$ cat src/rtl/vga_timing_gen_pkg.sv
// Shared raster constants and types for the VGA timing path.
// Defaults describe 640x480@60 driven from a 100 MHz clock.
package vga_timing_gen_pkg;

  localparam int CW        = 10;
  localparam int CNT_LIMIT = 1 << CW;

  typedef logic [CW-1:0] coord_t;

  localparam int DEF_CLK_DIV  = 4;
  localparam int DEF_H_ACTIVE = 640;
  localparam int DEF_H_FP     = 16;
  localparam int DEF_H_SYNC   = 96;
  localparam int DEF_H_BP     = 48;
  localparam int DEF_V_ACTIVE = 480;
  localparam int DEF_V_FP     = 10;
  localparam int DEF_V_SYNC   = 2;
  localparam int DEF_V_BP     = 33;

  function automatic int span(
    input int act,
    input int fp,
    input int sync,
    input int bp
  );
    return act + fp + sync + bp;
  endfunction

endpackage

$ cat src/rtl/vga_timing_gen_raster_counter.sv
// One raster axis: wrapping counter plus sync/active decode.
// Decodes describe the post-step value so the caller can register them.
module raster_counter
  import vga_timing_gen_pkg::*;
#(
  parameter int MAX        = 799,
  parameter int SYNC_START = 656,
  parameter int SYNC_LEN   = 96,
  parameter int ACTIVE     = 640
) (
  input  logic   clk,
  input  logic   rst_n,
  input  logic   step,
  output coord_t cnt,
  output logic   sync,
  output logic   active,
  output logic   wrap
);

  localparam int SYNC_END = SYNC_START + SYNC_LEN;

  coord_t cnt_q;
  coord_t nxt;
  logic   at_max;

  assign at_max = cnt_q == coord_t'(MAX);
  assign wrap   = step & at_max;

  always_comb begin
    nxt = cnt_q;
    if (step)
      nxt = at_max ? '0 : cnt_q + coord_t'(1);
  end

  assign cnt    = nxt;
  assign sync   = ({1'b0, nxt} >= 11'(SYNC_START))
                & ({1'b0, nxt} <  11'(SYNC_END));
  assign active = {1'b0, nxt} < 11'(ACTIVE);

  always_ff @(posedge clk or negedge rst_n) begin
    if (!rst_n)
      cnt_q <= '0;
    else
      cnt_q <= nxt;
  end

endmodule

$ cat src/rtl/vga_timing_gen.sv
// Raster timing source: pixel divider, h/v counters, syncs and
// line/frame strobes for the PPU fetch and output stages.
module vga_timing_gen
  import vga_timing_gen_pkg::*;
#(
  parameter int CLK_DIV  = DEF_CLK_DIV,
  parameter int H_ACTIVE = DEF_H_ACTIVE,
  parameter int H_FP     = DEF_H_FP,
  parameter int H_SYNC   = DEF_H_SYNC,
  parameter int H_BP     = DEF_H_BP,
  parameter int V_ACTIVE = DEF_V_ACTIVE,
  parameter int V_FP     = DEF_V_FP,
  parameter int V_SYNC   = DEF_V_SYNC,
  parameter int V_BP     = DEF_V_BP,
  parameter bit SYNC_POL = 1'b0
) (
  input  logic       clk,
  input  logic       reset_n,
  output logic       pix_en,
  output logic       Hsync,
  output logic       Vsync,
  output logic       active,
  output logic [9:0] x,
  output logic [9:0] y,
  output logic       line_start,
  output logic [9:0] next_y,
  output logic       frame_start
);

  localparam int H_TOTAL = span(H_ACTIVE, H_FP, H_SYNC, H_BP);
  localparam int V_TOTAL = span(V_ACTIVE, V_FP, V_SYNC, V_BP);
  localparam int DW      = (CLK_DIV > 1) ? $clog2(CLK_DIV) : 1;

  if (H_TOTAL > CNT_LIMIT || V_TOTAL > CNT_LIMIT) begin : g_bad_total
    $error("vga_timing_gen: raster total exceeds 10-bit counters");
  end
  if (CLK_DIV < 1) begin : g_bad_div
    $error("vga_timing_gen: CLK_DIV must be >= 1");
  end

  logic [DW-1:0] div_q;
  logic [DW-1:0] div_nxt;
  logic          tick;
  logic          run_q;
  logic          step;

  coord_t h_cnt;
  coord_t v_cnt;
  logic   h_sync;
  logic   v_sync;
  logic   h_act;
  logic   v_act;
  logic   h_wrap;
  logic   v_wrap;
  logic   ls_nxt;
  logic   fs_nxt;

  always_comb begin
    div_nxt = div_q + DW'(1);
    if (div_q == DW'(CLK_DIV - 1))
      div_nxt = '0;
  end

  // tick marks the edge that raises pix_en; outputs load on the same edge
  assign tick = div_nxt == DW'(CLK_DIV - 1);
  assign step = tick & run_q;

  raster_counter #(
    .MAX        (H_TOTAL - 1),
    .SYNC_START (H_ACTIVE + H_FP),
    .SYNC_LEN   (H_SYNC),
    .ACTIVE     (H_ACTIVE)
  ) u_h (
    .clk    (clk),
    .rst_n  (reset_n),
    .step   (step),
    .cnt    (h_cnt),
    .sync   (h_sync),
    .active (h_act),
    .wrap   (h_wrap)
  );

  raster_counter #(
    .MAX        (V_TOTAL - 1),
    .SYNC_START (V_ACTIVE + V_FP),
    .SYNC_LEN   (V_SYNC),
    .ACTIVE     (V_ACTIVE)
  ) u_v (
    .clk    (clk),
    .rst_n  (reset_n),
    .step   (h_wrap),
    .cnt    (v_cnt),
    .sync   (v_sync),
    .active (v_act),
    .wrap   (v_wrap)
  );

  assign ls_nxt = (h_cnt == coord_t'(H_ACTIVE))
                & ((v_cnt < coord_t'(V_ACTIVE - 1))
                 | (v_cnt == coord_t'(V_TOTAL - 1)));

  // first pixel after reset shows (0,0) without stepping
  assign fs_nxt = ~run_q | v_wrap;

  always_ff @(posedge clk or negedge reset_n) begin
    if (!reset_n) begin
      div_q       <= '0;
      run_q       <= 1'b0;
      pix_en      <= 1'b0;
      Hsync       <= ~SYNC_POL;
      Vsync       <= ~SYNC_POL;
      active      <= 1'b0;
      x           <= '0;
      y           <= '0;
      line_start  <= 1'b0;
      next_y      <= '0;
      frame_start <= 1'b0;
    end else begin
      div_q  <= div_nxt;
      pix_en <= tick;
      if (tick) begin
        run_q       <= 1'b1;
        Hsync       <= h_sync ? SYNC_POL : ~SYNC_POL;
        Vsync       <= v_sync ? SYNC_POL : ~SYNC_POL;
        active      <= h_act & v_act;
        x           <= h_cnt;
        y           <= v_cnt;
        line_start  <= ls_nxt;
        frame_start <= fs_nxt;
        if (ls_nxt)
          next_y <= (v_cnt == coord_t'(V_TOTAL - 1))
                  ? '0 : v_cnt + coord_t'(1);
      end
    end
  end

endmodule

$ cat config.mk
export PLATFORM = sky130hd
export DESIGN_NAME = vga_timing_gen
export DESIGN_NICKNAME = d
export VERILOG_FILES = /design/src/rtl/vga_timing_gen_pkg.sv /design/src/rtl/vga_timing_gen_raster_counter.sv /design/src/rtl/vga_timing_gen.sv
export SDC_FILE = /design/constraint.sdc
export NUM_CORES = 1
export LEC_CHECK = 0
export ABC_AREA = 1
export CORE_MARGIN = 5
export CORE_UTILIZATION = 30
export CTS_BUF_LIST = sky130_fd_sc_hd__clkbuf_4 sky130_fd_sc_hd__clkbuf_8
export CTS_CLUSTER_SIZE = 40
export DETAILED_ROUTE_END_ITERATION = 12
export PLACE_DENSITY_LB_ADDON = 0.15
export SKIP_CTS_REPAIR_TIMING = 1
export SYNTH_ARGS = -nofsm -noshare
export SYNTH_HDL_FRONTEND = slang
export SYNTH_HIERARCHICAL = 1
export SYNTH_SLANG_ARGS = --single-unit
$ cat constraint.sdc
create_clock -name clk -period 6.7 [get_ports clk]
set_input_delay 0.67 -clock clk [delete_from_list [all_inputs] [get_ports clk]]
set_output_delay 0.67 -clock clk [all_outputs]
set_load 0.01 [all_outputs]
==> Word-level counts from Yosys, hierarchy flattened <==
Index checks and enable logic that the tools add are counted.
{ "op_classes": {"muxes": 8, "reduce_logical": 1, "n_lt_le_gt_ge": 7, "eq_ne": 6, "n_addsub": 4, "bitwise": 10} }
{ "op_table": {"columns": ["cell", "count"], "rows": [
  ["$mux 10", 5],
  ["$eq 10x10->1 const B", 4],
  ["$add 10x1->10 const B", 3],
  ["$lt 10x9->1 const B", 3],
  ["$lt 10x10->1 const B", 2],
  ["$ge 10x10->1 const B", 1],
  ["$ge 10x9->1 const B", 1],
  ["$and 1x1->1", 7],
  ["$eq 2x2->1 const B", 2],
  ["$add 2x1->2 const B", 1],
  ["$mux 1", 2],
  ["$mux 2", 1],
  ["$or 1x1->1", 2],
  ["$reduce_and 2->1", 1],
  ["$not 1->1", 1]
]} }
{ "totals": {"word_cells": 49, "input_bits": 2, "regBits": 59, "output_inout_bits": 36} }

==> Longest topological paths before layout <==
Gate-level depths: netlist (run 1).
{ "logic_depth": {"depth_word": 10, "depth_mapped": 26, "mapped_depth_nobuf": 23} }

==> Modules after synthesis <==
The synthesis (run 1) kept the hierarchy.
{ "modules_own_cells": {"columns": ["mod", "instances", "seq_area_each_um2", "cells_per_inst", "area_per_inst_um2"], "rows": [
  ["vga_timing_gen", 1, 978.4, 212, 1863.0],
  ["raster_counter (u_v)", 1, 250.2, 101, 700.7],
  ["raster_counter (u_h)", 1, 250.2, 83, 651.9]
]} }

==> Worst setup path after synthesis (run 1) <==
Ideal clock, no wire load.
{ "synth_path": {"path_type": "register to register", "startpoint": "reg div_q[0]", "endpoint": "reg next_y[0]", "arrival_ps": 2657, "setup_slack_ps": 3925, "n_path_buf": 3, "t_required_ps": 6583, "synth_period_minus_slack_ps": 2775, "setup_time_ps": 117, "path_stages_with_launch": 24, "path_cell_list": "dfrtp_1 > inv_1 > ha_1 > buf_4 > nand2_1 > inv_1 > buf_6 > nand2_2 > nor2_4 > nand3_2 > inv_1 > buf_4 > nand2_1 > nor2_1 > xor2_1 > nand2_1 > inv_1 > nand2_2 > nor2_4 > nand4_4 > nand2_4 > nand2_8 > nand2_1 > nand2_1"} }
{ "synth_via": {"elab_chain_len": 10, "word_cells_on_any_way": 16, "classes_between": "2 x add/sub; 1 x order compare; 4 x eq/ne; 4 x mux; 4 x bitwise; 1 x reduce/logical"} }
{ "synth_lines": {"columns": ["element", "line", "rtl"], "rows": [
  ["from (decl)", "vga_timing_gen.sv:41", "logic [DW-1:0] div_q;"],
  ["from (signal assigned)", "vga_timing_gen.sv:119", "div_q <= div_nxt;"],
  ["$add 2x1->2 / $eq 2x2->1 (equally long branches)", "vga_timing_gen.sv:59, vga_timing_gen.sv:60", null],
  ["$mux 2 *", "vga_timing_gen.sv:60", "if (div_q == DW'(CLK_DIV - 1))"],
  ["$eq 2x2->1 *", "vga_timing_gen.sv:65", "assign tick = div_nxt == DW'(CLK_DIV - 1);"],
  ["net tick", "vga_timing_gen.sv:43", "logic tick;"],
  ["$and 1x1->1 *", "vga_timing_gen.sv:66", "assign step = tick & run_q;"],
  ["net step", "vga_timing_gen.sv:45", "logic step;"],
  ["$and 1x1->1 *", "vga_timing_gen_raster_counter.sv:27", "assign wrap = step & at_max;"],
  ["net h_wrap", "vga_timing_gen.sv:53", "logic h_wrap;"],
  ["$mux 10 *", "vga_timing_gen_raster_counter.sv:31", "if (step)"],
  ["net v_cnt[3]", "vga_timing_gen.sv:48", "coord_t v_cnt;"],
  ["$lt 10x9->1 / $eq 10x10->1 (equally long branches)", "vga_timing_gen.sv:99, vga_timing_gen.sv:100, vga_timing_gen.sv:131", null],
  ["$or 1x1->1", "vga_timing_gen.sv:100", "| (v_cnt == coord_t'(V_TOTAL - 1)));"],
  ["$and 1x1->1", "vga_timing_gen.sv:99", "& ((v_cnt < coord_t'(V_ACTIVE - 1))"],
  ["$reduce_and 2->1 (no source line)", null, null],
  ["to (signal assigned)", "vga_timing_gen.sv:131", "next_y <= (v_cnt == coord_t'(V_TOTAL - 1))"],
  ["to (decl)", "vga_timing_gen.sv:26", "output logic [9:0] next_y,"]
]} }
The timed path passes the listed nets; every way through them passes the cells marked *.
A chain may end at the register's enable or synchronous reset.

==> Worst setup path after layout (run 1) <==
{ "layout_path": {"startpoint": "reg div_q[0]", "endpoint": "reg next_y[8]"} }
Same word-level chain as after synthesis.

==> results of run 1 <==
[cell usage in the layout (no fill, tap or decap), types with 3 or more instances in the layout]
cell	synthesis	layout
nand2_4	3	3
clkbuf_8	0	9
nand3_2	4	4
nand3_1	24	24
inv_1	47	47
nand2_2	12	12
clkdlybuf4s50_1	0	36
o21ai_0	15	15
dfrtp_1	57	57
xor2_1	6	6
nor2_1	31	31
ha_1	7	7
inv_2	3	3
nand2_1	127	127
nor2_2	11	11
clkinvlp_4	0	3
nand4_1	11	11
nor2_4	4	4
a21oi_1	4	4
[kinds of logic after synthesis]
family | count (synthesis)
AND/OR/NAND/NOR | 238
buffers and inverters | 60
flip-flops | 59
AO/OA/AOI/OAI | 24
XOR/XNOR | 8
adder cells (fa/ha/maj) | 7
[state kept, by name, summed over array words and instances, names as in the netlist]
| register | flops |
|---|---|
| Hsync | 1 |
| Vsync | 1 |
| active | 1 |
| div_q | 2 |
| frame_start | 1 |
| line_start | 1 |
| next_y | 10 |
| pix_en | 1 |
| run_q | 1 |
| u_h/cnt_q | 10 |
| u_v/cnt_q | 10 |
| x | 10 |
| y | 10 |
[power breakdown]
group	internal (uW)	leakage (uW)	switching, uW
Clock	170	0.0000877	150
Sequential	356	0.000772	0
Combinational	0.579	0.00107	6.78
Total	527	0.00193	157
[path summary, 6_finish.rpt]
kind | end | slack [ns]
max in group asynchronous | u_v/cnt_q[9] | 5.72
hold / removal | div_q[0] | 0.46
setup / recovery | next_y[8] | 2.95
min in group asynchronous | x[8] | 0.48
hold reg to reg | div_q[0] | 0.46
setup reg to reg | next_y[8] | 2.95
[synth_stat cells (4+ instances only)]
library cell / count
inv_1: 47
o21ai_0: 15
xor2_1: 6
dfrtp_1: 57
a21oi_1: 4
clkbuf_1: 4
nor2_2: 11
nand2_2: 12
nor2_4: 4
nand4_1: 11
nand3_2: 4
nor2_1: 31
nand3_1: 24
ha_1: 7
nand2_1: 127
[metal layers]
metal  share of wire (%)  track usage (%)  up-vias
li1                    -                -     1315
met1                  51             18.5     1178
met2                  43             18.2       43
met3                 3.9             2.76        9
met4                 1.7             5.21        0
met5                   0                0        -
[final cells by class]
| type | count | area (um^2) | area share [%] |
|---|---|---|---|
| repair buffers | 38 | 373 | 9.57 |
| flip-flops and latches | 59 | 1480 | 38.0 |
| clock inverters | 6 | 66.3 | 1.70 |
| clock buffers | 9 | 124 | 3.18 |
| multi-input cells | 277 | 1490 | 38.2 |
| well taps | 136 | 170 | 4.37 |
| inverters | 52 | 198 | 5.07 |
[through the flow]
step / hold WS (ns) / setup WS (ns) / cell area (um^2) / total power (uW) / util [%]
global route: 0.502 / 2.40 / 3900 / 717 / 37.6
CTS: 0.466 / 2.92 / 3900 / 696 / 37.6
finish: 0.463 / 2.95 / 3900 / 684 / 37.6
floorplan: 0.374 / 3.93 / 3220 / 363 / -
detailed placement: 0.453 / 2.96 / 3710 / 371 / 35.7
global placement: 0.442 / 3.09 / 3710 / 371 / 35.7
[worst reg2reg max path: cells and delay by family (launching register included)]
kind | cells | cell delay [ns]
AND/OR/NAND/NOR | 14 | 1.60
XOR/XNOR | 1 | 0.20
adder cells (fa/ha/maj) | 1 | 0.59
flip-flops | 1 | 0.40
buffers and inverters | 4 | 0.82
==> impl_metrics.tcl, run 1 <==
set metrics [dict create \
    status "complete, no violations" \
    nFillCells 1103 \
    dr_total_vias 2545 \
    setup_violations 0 \
    crit_path_start_kind "register" \
    initial_core_util_pct 31.0 \
    grt_pass1_wl_um 13100 \
    io_buffers 37 \
    path_clk_slew_ns 0.07 \
    leakagePower_uw 0.00193 \
    layout_min_cycle_time_ns 3.75 \
    synth_top_area_cell "dfrtp_1" \
    dp.cells 562 \
    dr.pass1.iters 5 \
    tightest_slew_ns 0.752 \
    synthMuxAreaShare_pct 0 \
    avgSynthCellArea_um2 8.12 \
    synth_compound_area_share_pct 4.12 \
    ys.warnings.count 6 \
    setup_tns_ns 0 \
    ys_async_sr_fraction_pct 100 \
    worstSkewPairLatency_ns 0.34 \
    slew_violations 0 \
    yosysSeqAreaShare_pct 46.0 \
    min_path_cells 1 \
    cp_top_family "simple AND/OR/NAND/NOR gates" \
    max-cap-violations 0 \
    synth_top_area_share_pct 44.4 \
    hold_class "register to register" \
    skew_ns 0.0102 \
    synth_fa_ha_area_share_pct 2.72 \
    antenna_left 0 \
    max_freq_mhz 267 \
    first_iter_violations 97 \
    synthSimpleGateAreaFrac_pct 37.2 \
    yosys-top-cells-area "dfrtp_1 44%, nand2_1 15%, inv_1 5.5%, nand3_1 3.7%, nor2_1 3.6%" \
    grt_usage_pct 12.7 \
    io_pins 38 \
    rsz0062_at_grt "false" \
    rows 37 \
    fin_cells 577 \
    gr-total-overflow 0 \
    wl_um 7500 \
    htreeDepth 3 \
    crit_chain "inv_1 > ha_1 > nand2_1 > inv_1 > nand2_2 > nor2_4 > nand3_2 > inv_1 > nand2_1 > nor2_1 > xor2_1 > nand2_1 > inv_1 > nand2_2 > nor2_4 > nand4_4 > nand2_4 > nand2_8 > nand2_1 > nand2_1" \
    critPathArrivalTime_ns 3.97 \
    ys_ff_latch 59 \
    cp-startpoint "div_q[0]" \
    cpMostUsedCell "nand2_1" \
    fin_crit_sh_pct 55.9 \
    cts_tree "built" \
    drive_gt1_share_pct 15.2 \
    synthCells 396 \
    routed_via_density 4.41 \
    synth_xor_area_share_pct 2.18 \
    antenna_found_initial 0 \
    root_buffer "clkbuf_8" \
    r2r_start "div_q[0]" \
    synth_enable_flop_cells 0 \
    crit_buf_inv 4 \
    area_growth_pct 21.2 \
    coreArea_um2 10400 \
    clk_path_buf_depth 2 \
    critPathRequiredTime_ns 6.92 \
    cp.depth 20 \
    vdd_drop_max_v 0.0000752 \
    powerDensity_nw_per_um2 176 \
    gp_congestion 0.840 \
    cts.sinks 59 \
    layout.nets 446 \
    grt_max_degree 60 \
    synth_flop_cell "dfrtp_1" \
    grt_pass1_vias 2590 \
    r2r.worst_path.cells 20 \
    synth_top_family_by_area "simple AND/OR/NAND/NOR gates" \
    drc 0 \
    cts_buffers 9 \
    die_area_um2 12900 \
    synth.cell_area_um2 3220 \
    cp_slowest_cell "ha_1" \
    die_x_um 114 \
    hold_viol 0 \
    dpl.hpwl_um 5510 \
    crit_path_max_incr_delay_ns 0.59 \
    synth_cell_type_count 36 \
    end_kind "register" \
    criticalPathCategory "register to register" \
    worst-path-max-fanout 18 \
    post_drt_wl_per_cell_um 13.0 \
    synth_fp_nets 405 \
    diodes 0 \
    hold_path.startpoint "div_q[0]" \
    die_y_um 114 \
    slew_headroom_pct 49.9 \
]
No activity file was read; power rests on OpenSTA's default activity.
==> run 2: changes to the inputs <==
- clock period: 6.7 -> 3.36 ns (I/O delays scaled with it)
==> run 2 against run 1 <==
First-iteration DRC count is 33% higher. Die area unchanged. Critical path type unchanged. Clock power up 110%. Non-clock buffer count increased by 2. Clock skew is 0.0020 ns higher. Design area is 1.0% higher. Largest cell class unchanged. Sequential share of layout area shrank 0.39 points. Register-to-register slack got worse by 2.5 ns. Flip-flop and latch count is the same. Global-route usage increased by 0.25 points. Total power is 110% higher.
==> impl_metrics.tcl, run 2 (synthesis results as in run 1) <==
set metrics [dict create \
    vdd_drop_max_v 0.000154 \
    grt_usage_pct 13.0 \
    leakagePower_uw 0.00195 \
    drc 0 \
    criticalPathCategory "register to register" \
    layout_common_cells "127 x nand2_1, 57 x dfrtp_1, 46 x inv_1" \
    io_buffers 37 \
    layout.nets 448 \
    clk_path_buf_depth 2 \
    wl_um 7710 \
    drive_gt1_share_pct 16.0 \
    dpl.hpwl_um 5730 \
    htreeDepth 3 \
    hold_class "input pin to async pin" \
    first_iter_violations 129 \
    comb_power_share_pct 1.1 \
    dp_slack_ns 0.369 \
    layout_min_cycle_time_ns 2.95 \
    p_int_uw 1100 \
    gr-total-overflow 0 \
    post_drt_wl_per_cell_um 13.3 \
    setup_violations 0 \
    end_kind "register" \
    critPathRequiredTime_ns 3.59 \
    slew_headroom_pct 38.2 \
    hold_viol 0 \
    nFillCells 1105 \
    die_area_um2 12900 \
    clkPwrFrac_pct 48.8 \
    powerDensity_nw_per_um2 360 \
    cts.sinks 59 \
    routed_via_density 4.43 \
    tightest_slew_ns 0.928 \
    coreArea_um2 10400 \
    max-cap-violations 0 \
    critPathArrivalTime_ns 3.18 \
    path_clk_slew_ns 0.07 \
    p_sw_uw 319 \
    max_freq_mhz 339 \
    pwr-share-seq_pct 50.2 \
    grt_pass1_wl_um 13300 \
    setup_tns_ns 0 \
    diodes 0 \
    antenna_left 0 \
    area_growth_pct 22.4 \
    status "complete, no violations" \
    grt_pass1_vias 2621 \
    rows 37 \
    cts_tree "built" \
    dr.pass1.iters 4 \
    totalPowerFinal_uw 1420 \
    die_y_um 114 \
    root_buffer "clkbuf_8" \
    initial_core_util_pct 31.0 \
    rsz0062_at_grt "false" \
    crit_path_start_kind "register" \
    cts_buffers 9 \
    gp_congestion 0.879 \
    dr_total_vias 2567 \
    die_x_um 114 \
    layout_setup_ws_ns 0.409 \
    fin_crit_sh_pct 87.8 \
    final_common_cell "nand2_1" \
    slew_violations 0 \
    grt_max_degree 41 \
    io_pins 38 \
    skew_ns 0.0122 \
    antenna_found_initial 0 \
    p_sw_share_pct 22.5 \
    worstSkewPairLatency_ns 0.35 \
    worst-path-max-fanout 11 \
]
==> run 2: worst paths after layout <==
check	start	endpoint	slack (ns)	depth (start not counted)
worst max-delay path	div_q[0]	next_y[8]	0.41	17
worst min-delay path	reset_n	line_start	0.13	1
worst max register to register	div_q[0]	next_y[8]	0.41	17
worst min register to register	div_q[0]	div_q[0]	0.46	1
max in group asynchronous	reset_n	Hsync	2.35	2
min in group clk	div_q[0]	div_q[0]	0.46	1
==> run 2: critical path, stage by stage (launching register included) <==
cell	delay (ns)
dfrtp_1	0.37
inv_1	0.06
ha_1	0.20
nand2_1	0.08
inv_1	0.06
nand2_2	0.12
nor2_4	0.05
nand3_2	0.11
clkinvlp_4	0.22
o21ai_0	0.52
ha_1	0.32
nand2_1	0.09
nor2_2	0.16
nand3_1	0.10
nand2_2	0.11
inv_2	0.09
nand4_1	0.10
nand2_1	0.07
==> run 2: power by group through the flow <==
stage | sequential [uW] | combinational, uW | clock [uW]
after detailed placement | 724 | 16.7 | 0
final | 710 | 15.2 | 690
after CTS | 710 | 16.7 | 714
after floorplan | 724 | 0.000959 | 0
after global placement | 724 | 16.5 | 0
after global routing | 709 | 18.9 | 745
==> run 2: metal layers <==
| layer | routed length (um) | share of wire (%) | vias to the layer above | GRT usage, % |
|---|---|---|---|---|
| met5 | 0 | 0 | - | 0 |
| met2 | 3360 | 44 | 38 | 19.0 |
| met1 | 3920 | 51 | 1193 | 18.2 |
| met3 | 300 | 3.9 | 13 | 3.40 |
| met4 | 138 | 1.8 | 0 | 5.13 |
| li1 | - | - | 1323 | - |
==> run 2: layout make-up <==
| cell class | instances | area [um^2] | area share [%] |
|---|---|---|---|
| Clock buffer | 11 | 151 | 3.85 |
| Clock inverter | 5 | 60.1 | 1.53 |
| Inverter | 52 | 201 | 5.12 |
| Multi-Input combinational cell | 277 | 1490 | 37.8 |
| Sequential cell | 59 | 1480 | 37.6 |
| Tap cell | 136 | 170 | 4.32 |
| Timing Repair Buffer | 40 | 388 | 9.85 |
==> run 2: through the flow <==
stage / utilization [%] / instances / hold WS, ns / cell area, um^2
finish: 38.0 / 580 / 0.131 / 3940
global route: 38.0 / 580 / 0.208 / 3940
CTS: 37.9 / 580 / 0.154 / 3930
detailed placement: 35.9 / 564 / 0.455 / 3720
global placement: 35.9 / 564 / 0.441 / 3720
floorplan: - / 396 / 0.0404 / 3220
